`config.mk`:
```
export PLATFORM = sky130hd
export DESIGN_NAME = b2_demux_1_3_reg
export DESIGN_NICKNAME = d
export VERILOG_FILES = /design/src/rtl/b2_demux_1_3_reg.sv
export SDC_FILE = /design/constraint.sdc
export NUM_CORES = 1
export LEC_CHECK = 0
export CELL_PAD_IN_SITES_DETAIL_PLACEMENT = 1
export CELL_PAD_IN_SITES_GLOBAL_PLACEMENT = 2
export CORE_MARGIN = 8
export CORE_UTILIZATION = 27
export CTS_BUF_LIST = sky130_fd_sc_hd__clkbuf_2
export DETAILED_ROUTE_END_ITERATION = 10
export PLACE_DENSITY = 0.78
export SKIP_LAST_GASP = 1
export SLEW_MARGIN = 20
export SYNTH_ARGS = -nofsm -noshare
export SYNTH_HDL_FRONTEND = slang
export SYNTH_SLANG_ARGS = --single-unit
```
`constraint.sdc`:
```
create_clock -name clk -period 1.6 [get_ports clk]
set_input_delay 0.4 -clock clk [delete_from_list [all_inputs] [get_ports clk]]
set_output_delay 0.4 -clock clk [all_outputs]
set_load 0.03 [all_outputs]
```
`src/rtl/b2_demux_1_3_reg.sv`:
```
// rtl/b2_demux_1_3_reg.sv - 1-to-3 registered demultiplexer with per-channel holding registers
//
// Purpose: routes a 2-bit beat on d to one of three one-entry channel
// registers chosen by sel. Each channel drains independently through its own
// valid/ready pair. Beats with the illegal select 11 are dropped and counted.
//
// Ports:
//   clk       rising-edge clock
//   rst       asynchronous active-high reset
//   d         data beat to route
//   sel       destination select (00 ch0, 01 ch1, 10 ch2, 11 illegal)
//   in_valid  beat on d/sel is valid
//   in_ready  block accepts the beat this cycle (combinational)
//   y0..y2    channel data registers
//   v0..v2    channel holds a valid beat
//   r0..r2    channel consumer ready
//   err_cnt   saturating count of dropped illegal-select beats

module b2_demux_1_3_reg #(
    parameter int ERR_W = 4
) (
    input  logic             clk,
    input  logic             rst,
    input  logic [1:0]       d,
    input  logic [1:0]       sel,
    input  logic             in_valid,
    output logic             in_ready,
    output logic [1:0]       y0,
    output logic [1:0]       y1,
    output logic [1:0]       y2,
    output logic             v0,
    output logic             v1,
    output logic             v2,
    input  logic             r0,
    input  logic             r1,
    input  logic             r2,
    output logic [ERR_W-1:0] err_cnt
);

    localparam logic [ERR_W-1:0] ERR_MAX = '1;
    localparam logic [ERR_W-1:0] ERR_ONE = ERR_W'(1);
    localparam logic [1:0]       SEL_BAD = 2'b11;

    logic [1:0] y_q [3];
    logic [2:0] v_q;
    logic [2:0] r_vec;
    logic [2:0] load;
    logic       accept;

    assign r_vec = {r2, r1, r0};

    // A full channel can still take a beat when its consumer drains it on the
    // same edge, which keeps each channel at one beat per cycle.
    always_comb begin
        in_ready = 1'b1;
        case (sel)
            2'b00:   in_ready = ~v_q[0] | r_vec[0];
            2'b01:   in_ready = ~v_q[1] | r_vec[1];
            2'b10:   in_ready = ~v_q[2] | r_vec[2];
            default: in_ready = 1'b1;
        endcase
    end

    assign accept = in_valid & in_ready;

    always_comb begin
        load = 3'b000;
        if (accept) begin
            case (sel)
                2'b00:   load = 3'b001;
                2'b01:   load = 3'b010;
                2'b10:   load = 3'b100;
                default: load = 3'b000;
            endcase
        end
    end

    // A new beat wins over a drain; y holds its last value once v clears.
    always_ff @(posedge clk or posedge rst) begin
        if (rst) begin
            for (int i = 0; i < 3; i++) begin
                y_q[i] <= 2'b00;
            end
            v_q <= 3'b000;
        end else begin
            for (int i = 0; i < 3; i++) begin
                if (load[i]) begin
                    y_q[i] <= d;
                    v_q[i] <= 1'b1;
                end else if (v_q[i] && r_vec[i]) begin
                    v_q[i] <= 1'b0;
                end
            end
        end
    end

    always_ff @(posedge clk or posedge rst) begin
        if (rst) begin
            err_cnt <= '0;
        end else if (accept && (sel == SEL_BAD) && (err_cnt != ERR_MAX)) begin
            err_cnt <= err_cnt + ERR_ONE;
        end
    end

    assign y0 = y_q[0];
    assign y1 = y_q[1];
    assign y2 = y_q[2];
    assign v0 = v_q[0];
    assign v1 = v_q[1];
    assign v2 = v_q[2];

endmodule

```
==> impl_metrics.json, run 1 <==
{
  "outcome": "completed",
  "met1_usage_pct": 9.034,
  "drt_wl_total_um": 1503,
  "syn-num-nets": 58,
  "cp_top_family": "buffers and inverters",
  "end_kind": "flop",
  "ctsRootBufferMaster": "clkbuf_2",
  "cts_sinks": 13,
  "clock_path_buffers": 2,
  "synth_top_cell_area_share_pct": 54.97,
  "dpl_cell_area_um2": 892.1,
  "die_w_um": 62.82,
  "drv_slew": 0,
  "hp-class": "in2async",
  "vias_per_cell": 4.546,
  "vias": 491,
  "grtUsageMet3_pct": 2.330,
  "placementRows": 17,
  "maxCapViolCount": 0,
  "power.density_mw_per_mm2": 1314,
  "hold_viol": 0,
  "cp.arrival_ns": 1.68,
  "cp.required_ns": 1.76,
  "yosys.cell_types.count": 19,
  "timing.final.crit_share_pct": 94.98,
  "die_h_um": 62.82,
  "grt_pass1_vias": 563,
  "worstMarginPinSlew_ns": 0.5038,
  "setup_viol": 0,
  "crit_fanout": 3,
  "synth_edf_count": 0,
  "syn-cell-area_um2": 591.8,
  "max_freq_mhz": 658.0,
  "grt_pass1_wl_um": 2635,
  "finalWorstSetupSlack_ns": 0.08031,
  "path_class": "in2reg",
  "leakage_nw": 0.4771,
  "die_area_mm2": 0.003946,
  "antenna_found_initial": 0,
  "dp_hpwl_um": 1234,
  "place_congestion": 0.6796,
  "drc": 0,
  "setup_tns_ns": 0,
  "ant_nets": 0,
  "design_area_um2": 927.1,
  "grt_max_degree": 14,
  "slew_headroom_pct": 66.38,
  "cp_num_buf_inv": 1,
  "use_met2_pct": 13.84,
  "first_pass_iters": 2,
  "synth_ff_type": "dfrtp_1",
  "cts_htree_levels": 1,
  "ys_warn_count": 0,
  "start_util_pct": 27.55,
  "diodes": 0,
  "busiest_layer": "met2",
  "post_synth.cell_area_avg_um2": 12.59,
  "finalClockSkew_ns": 0.0002993,
  "yosys-top-cells-area": "dfrtp_1 (55%), mux2_2 (11%), xor2_1 (3.0%)",
  "nets": 92,
  "synth-seq-area-share_pct": 54.97,
  "cp_slowest_cell": "clkdlybuf4s50_1",
  "port-buffer-count": 23,
  "vdd_drop_max_mv": 0.7055,
  "clk_latency_ns": 0.25,
  "area_growth_syn_to_layout_pct": 56.66,
  "synth_top_area_cell": "dfrtp_1",
  "rsz0062_at_grt": "true",
  "cts_tree": "done",
  "path_clk_slew_ns": 0.12,
  "drive_gt1_share_pct": 32.50,
  "drtIter0Drc": 7,
  "critPathLaunchType": "input port",
  "netlist_instances": 47,
  "min_period_ns": 1.520,
  "pre_cts_ws_ns": -0.2213,
  "core_mm2": 0.002148,
  "cts_buffers": 3,
  "slowest_delay_ns": 0.51,
  "hold_buffers": 0,
  "synthArstFlopShare_pct": 100.0,
  "overflow": 0,
  "track_usage_pct": 8.281,
  "io_pins": 24,
  "wire_per_inst_um": 13.92,
  "crit_path_cell_trace": "clkdlybuf4s50_1, nor2b_1, and3_1, mux2_2",
  "ys_ff_latch": 13
}
layout by cell type, fill, tap and decap left out, types with 2 or more instances in the layout:
cell / netlist / final
buf_4: 0 / 7
clkbuf_2: 0 / 5
clkdlybuf4s50_1: 0 / 4
dfrtp_1: 13 / 13
dlygate4sd2_1: 0 / 13
dlymetal6s2s_1: 0 / 4
inv_1: 2 / 2
mux2_2: 6 / 6
nand2_1: 4 / 4
nand2b_4: 0 / 2
nand3b_1: 2 / 2
nor2b_1: 2 / 2
o21ai_1: 0 / 2
o31ai_1: 2 / 2
xor2_1: 2 / 2
path summary, 6_finish.rpt:
path	startpoint	endpoint	slack, ns	cells after the start
max reg2reg	err_cnt[0]	err_cnt[1]	0.26	3
min in group clk	sel[1]	v_q[2]	0.50	3
min	rst	y2[0]	0.45	2
min reg2reg	y2[0]	y2[0]	0.52	1
max	in_valid	y2[1]	0.08	4
max in group asynchronous	rst	v_q[0]	0.81	2
per-layer routing:
metal / vias to the layer above / part of all wire [%]
met5: - / 0
met4: 0 / 2.1
met3: 2 / 5.5
met2: 17 / 48
met1: 241 / 44
li1: 231 / -
repair_timing:
| item | CTS | global route |
|---|---|---|
| buffers inserted | 0 | 1 |
| gates cloned | 0 | 0 |
| setup endpoints to repair | 14 | 2 |
| pin swaps | 0 | 1 |
| resized for setup | 14 | 11 |
flip-flops by register name, indices dropped and copies added, names as in the netlist:
| name | count |
|---|---|
| err_cnt | 4 |
| v_q | 3 |
| y0 | 2 |
| y1 | 2 |
| y2 | 2 |
power breakdown:
part           total, mW  switching (mW)  internal (mW)
registers          0.476          0.0592          0.417
clock network      0.168           0.102         0.0664
logic              0.575           0.352          0.223
total               1.22           0.513          0.706
logic make-up after synthesis:
group | Yosys count | synth area share [%]
buf+inv | 2 | 1.269
simple gates | 15 | 15.64
fa+ha+maj | 1 | 2.114
compound gates | 7 | 9.723
mux | 7 | 13.32
flops | 13 | 54.97
xor+xnor | 2 | 2.960
synth_stat cells (all sizes together), types with 2 or more instances:
cell	count
dfrtp	13
nor2b	2
o31ai	2
nand2	4
nand3	2
nand2b	2
nand3b	2
o21ai	3
xor2	2
inv	2
mux2	7
metrics by stage:
step	hold WS, ns	utilization, %	std cells	total power [mW]
after global placement	0.4936	41.53	103	1.115
after detailed placement	0.4946	41.53	103	1.133
final	0.4496	43.16	108	1.219
after CTS	0.4560	41.64	107	1.240
after global routing	0.4978	43.16	108	1.314
after floorplan	0.2770	-	47	0.8223
area by class of cell:
type,instances,area (um2)
fillers,251,1221
multi-input cells,32,277.8
flip-flops and latches,13,325.3
clock buffers,4,20.02
repair buffers,29,261.5
well taps,28,35.03
inverters,2,7.507
Power figures use the tool's default switching activity.
==> inputs of run 2 (changes only) <==
--- a/config.mk
+++ b/config.mk
@@ -13,7 +13,6 @@
 export DETAILED_ROUTE_END_ITERATION = 10
 export PLACE_DENSITY = 0.78
 export SKIP_LAST_GASP = 1
-export SLEW_MARGIN = 20
 export SYNTH_ARGS = -nofsm -noshare
 export SYNTH_HDL_FRONTEND = slang
 export SYNTH_SLANG_ARGS = --single-unit
==> constraint.sdc (replaced) <==
create_clock -name clk -period 1.44 [get_ports clk]
set_input_delay 0.36 -clock clk [delete_from_list [all_inputs] [get_ports clk]]
set_output_delay 0.36 -clock clk [all_outputs]
set_load 0.03 [all_outputs]
==> run 2 against run 1 <==
Critical path depth is 1 higher. Setup slack worse by 0.17 ns. Largest cell class unchanged. Design area is 2.0% higher. Critical endpoint is now in_ready. Register-to-register slack worse by 0.15 ns. Clock skew hardly changed. The run now ends with negative setup slack left. Highest routed layer unchanged. Clock-buffer cell count stayed put. Global-route usage is 0.42 points lower. Die area stayed put.
==> impl_metrics.json, run 2 (same netlist as run 1, synthesis figures left out) <==
{
  "outcome": "finished with violations",
  "failed_checks": "negative setup slack",
  "wl_met1_um": 779,
  "crit_fanout": 6,
  "maxCapViolCount": 0,
  "timing.final.crit_share_pct": 106.2,
  "dr_wl_met3_um": 80,
  "cp.required_ns": 1.08,
  "multi_input_area_um2": 291.5,
  "drv_slew": 0,
  "diodes": 0,
  "drive_gt1_share_pct": 43.21,
  "drtIter0Drc": 6,
  "clock_path_buffers": 2,
  "worstMarginPinSlew_ns": 0.3054,
  "path_class": "in2out",
  "grt_pass1_wl_um": 2490,
  "path_clk_slew_ns": 0.14,
  "power.density_mw_per_mm2": 1435,
  "rr_endpoint": "err_cnt[1]",
  "clk_latency_ns": 0.27,
  "vdd_drop_max_mv": 0.8153,
  "setup_tns_ns": -0.1528,
  "overflow": 0,
  "cts_buffers": 3,
  "die_area_mm2": 0.003946,
  "drt_wl_total_um": 1561,
  "ff2ff_setup_slack_ns": 0.11,
  "largest_register_ffs": 4,
  "regMostFlops": "err_cnt",
  "p_total_mw": 1.358,
  "fillers": 229,
  "first_pass_iters": 2,
  "cts_tree": "done",
  "pre_cts_ws_ns": -0.3385,
  "wl_met2_um": 686,
  "slew_headroom_pct": 79.72,
  "end_kind": "output port",
  "ff_latch_area_um2": 325.3,
  "hold_viol": 0,
  "r2r-start": "err_cnt[0]",
  "finish.utilization_pct": 44.03,
  "cp.arrival_ns": 1.17,
  "ant_nets": 0,
  "cts_sinks": 13,
  "track_usage_pct": 7.865,
  "port-buffer-count": 23,
  "start_util_pct": 27.55,
  "die_w_um": 62.82,
  "drc": 0,
  "finalWorstSetupSlack_ns": -0.08989,
  "io_pins": 24,
  "hp-class": "in2async",
  "maxUsedRoutingLayer": "met4",
  "max_freq_mhz": 653.6,
  "dp_hpwl_um": 1208,
  "wire_per_inst_um": 14.32,
  "layout_commonest_cell": "dfrtp_1",
  "rsz0062_at_grt": "true",
  "vias_per_cell": 4.450,
  "core_mm2": 0.002148,
  "grt_pass1_vias": 491,
  "reg2reg_depth": 3,
  "vias": 485,
  "setup_viol": 3,
  "min_period_ns": 1.530,
  "die_h_um": 62.82,
  "finalClockSkew_ns": 0.0005845,
  "cts_htree_levels": 1,
  "nets": 93,
  "reg.largest.list": "err_cnt (4), v_q (3)",
  "layout_common_cells": "dfrtp_1 (13), buf_4 (11), clkbuf_2 (7)",
  "critPathLaunchType": "input port",
  "hold_buffers": 0,
  "place_congestion": 0.7014,
  "area_growth_syn_to_layout_pct": 59.83,
  "ctsRootBufferMaster": "clkbuf_2",
  "placementRows": 17,
  "antenna_found_initial": 0,
  "leakage_nw": 0.4709,
  "grt_max_degree": 14
}
run 2: how the worst max path moves through the flow:
stage | from | cells past startpoint | endpoint
after floorplan | err_cnt[0] | 3 | err_cnt[1]
after global placement | sel[1] | 4 | y1[0]
after detailed placement | sel[1] | 4 | y1[0]
after CTS | r1 | 5 | in_ready
after global routing | v_q[1] | 4 | in_ready
final | sel[0] | 5 | in_ready
run 2: critical path, stage by stage:
cell and delay, ns:
dlygate4sd2_1 0.31, nand3b_1 0.13, o21ai_2 0.06, o21ai_2 0.16, buf_6 0.15
run 2: stage by stage:
stage / hold slack, ns / cells / area (um2)
floorplan: 0.2370 / 47 / 595.6
global placement: 0.4916 / 103 / 885.9
detailed placement: 0.5017 / 103 / 885.9
CTS: 0.3529 / 107 / 899.6
global route: 0.3684 / 109 / 945.9
finish: 0.3553 / 109 / 945.9
run 2: timing repair:
item / 4_1_cts / 5_1_grt
cloned: 0 / 0
endpoints found under the setup margin: 14 / 14
setup buffers: 0 / 2
pin swaps: 0 / 2
gates resized for setup: 13 / 20
run 2: where the power goes:
| group | switching (mW) | internal [mW] | total (mW) |
|---|---|---|---|
| logic | 0.348 | 0.241 | 0.589 |
| registers | 0.112 | 0.463 | 0.576 |
| clock network | 0.120 | 0.0737 | 0.193 |
run 2: layout make-up:
class	count	area share, %
timing repair buffer	30	28.17
sequential	13	34.39
clock buffer	4	2.116
inverter	2	0.7937
multi-input combinational	32	30.82
tap	28	3.704
run 2: metal layers:
layer / vias to the layer above / track usage, %
met1: 231 / 10.03
met3: 2 / 3.226
met2: 16 / 11.25
met5: - / 0
li1: 236 / -
met4: 0 / 3.419
==> inputs of run 3 (changes only) <==
--- a/config.mk
+++ b/config.mk
@@ -5,11 +5,13 @@
 export SDC_FILE = /design/constraint.sdc
 export NUM_CORES = 1
 export LEC_CHECK = 0
+export CAP_MARGIN = 20
 export CELL_PAD_IN_SITES_DETAIL_PLACEMENT = 1
 export CELL_PAD_IN_SITES_GLOBAL_PLACEMENT = 2
 export CORE_MARGIN = 8
 export CORE_UTILIZATION = 27
 export CTS_BUF_LIST = sky130_fd_sc_hd__clkbuf_2
+export CTS_CLUSTER_DIAMETER = 60
 export DETAILED_ROUTE_END_ITERATION = 10
 export PLACE_DENSITY = 0.78
 export SKIP_LAST_GASP = 1
==> results of run 3 <==
No change in the layout: final DEF, timing and power equal those of run 2.
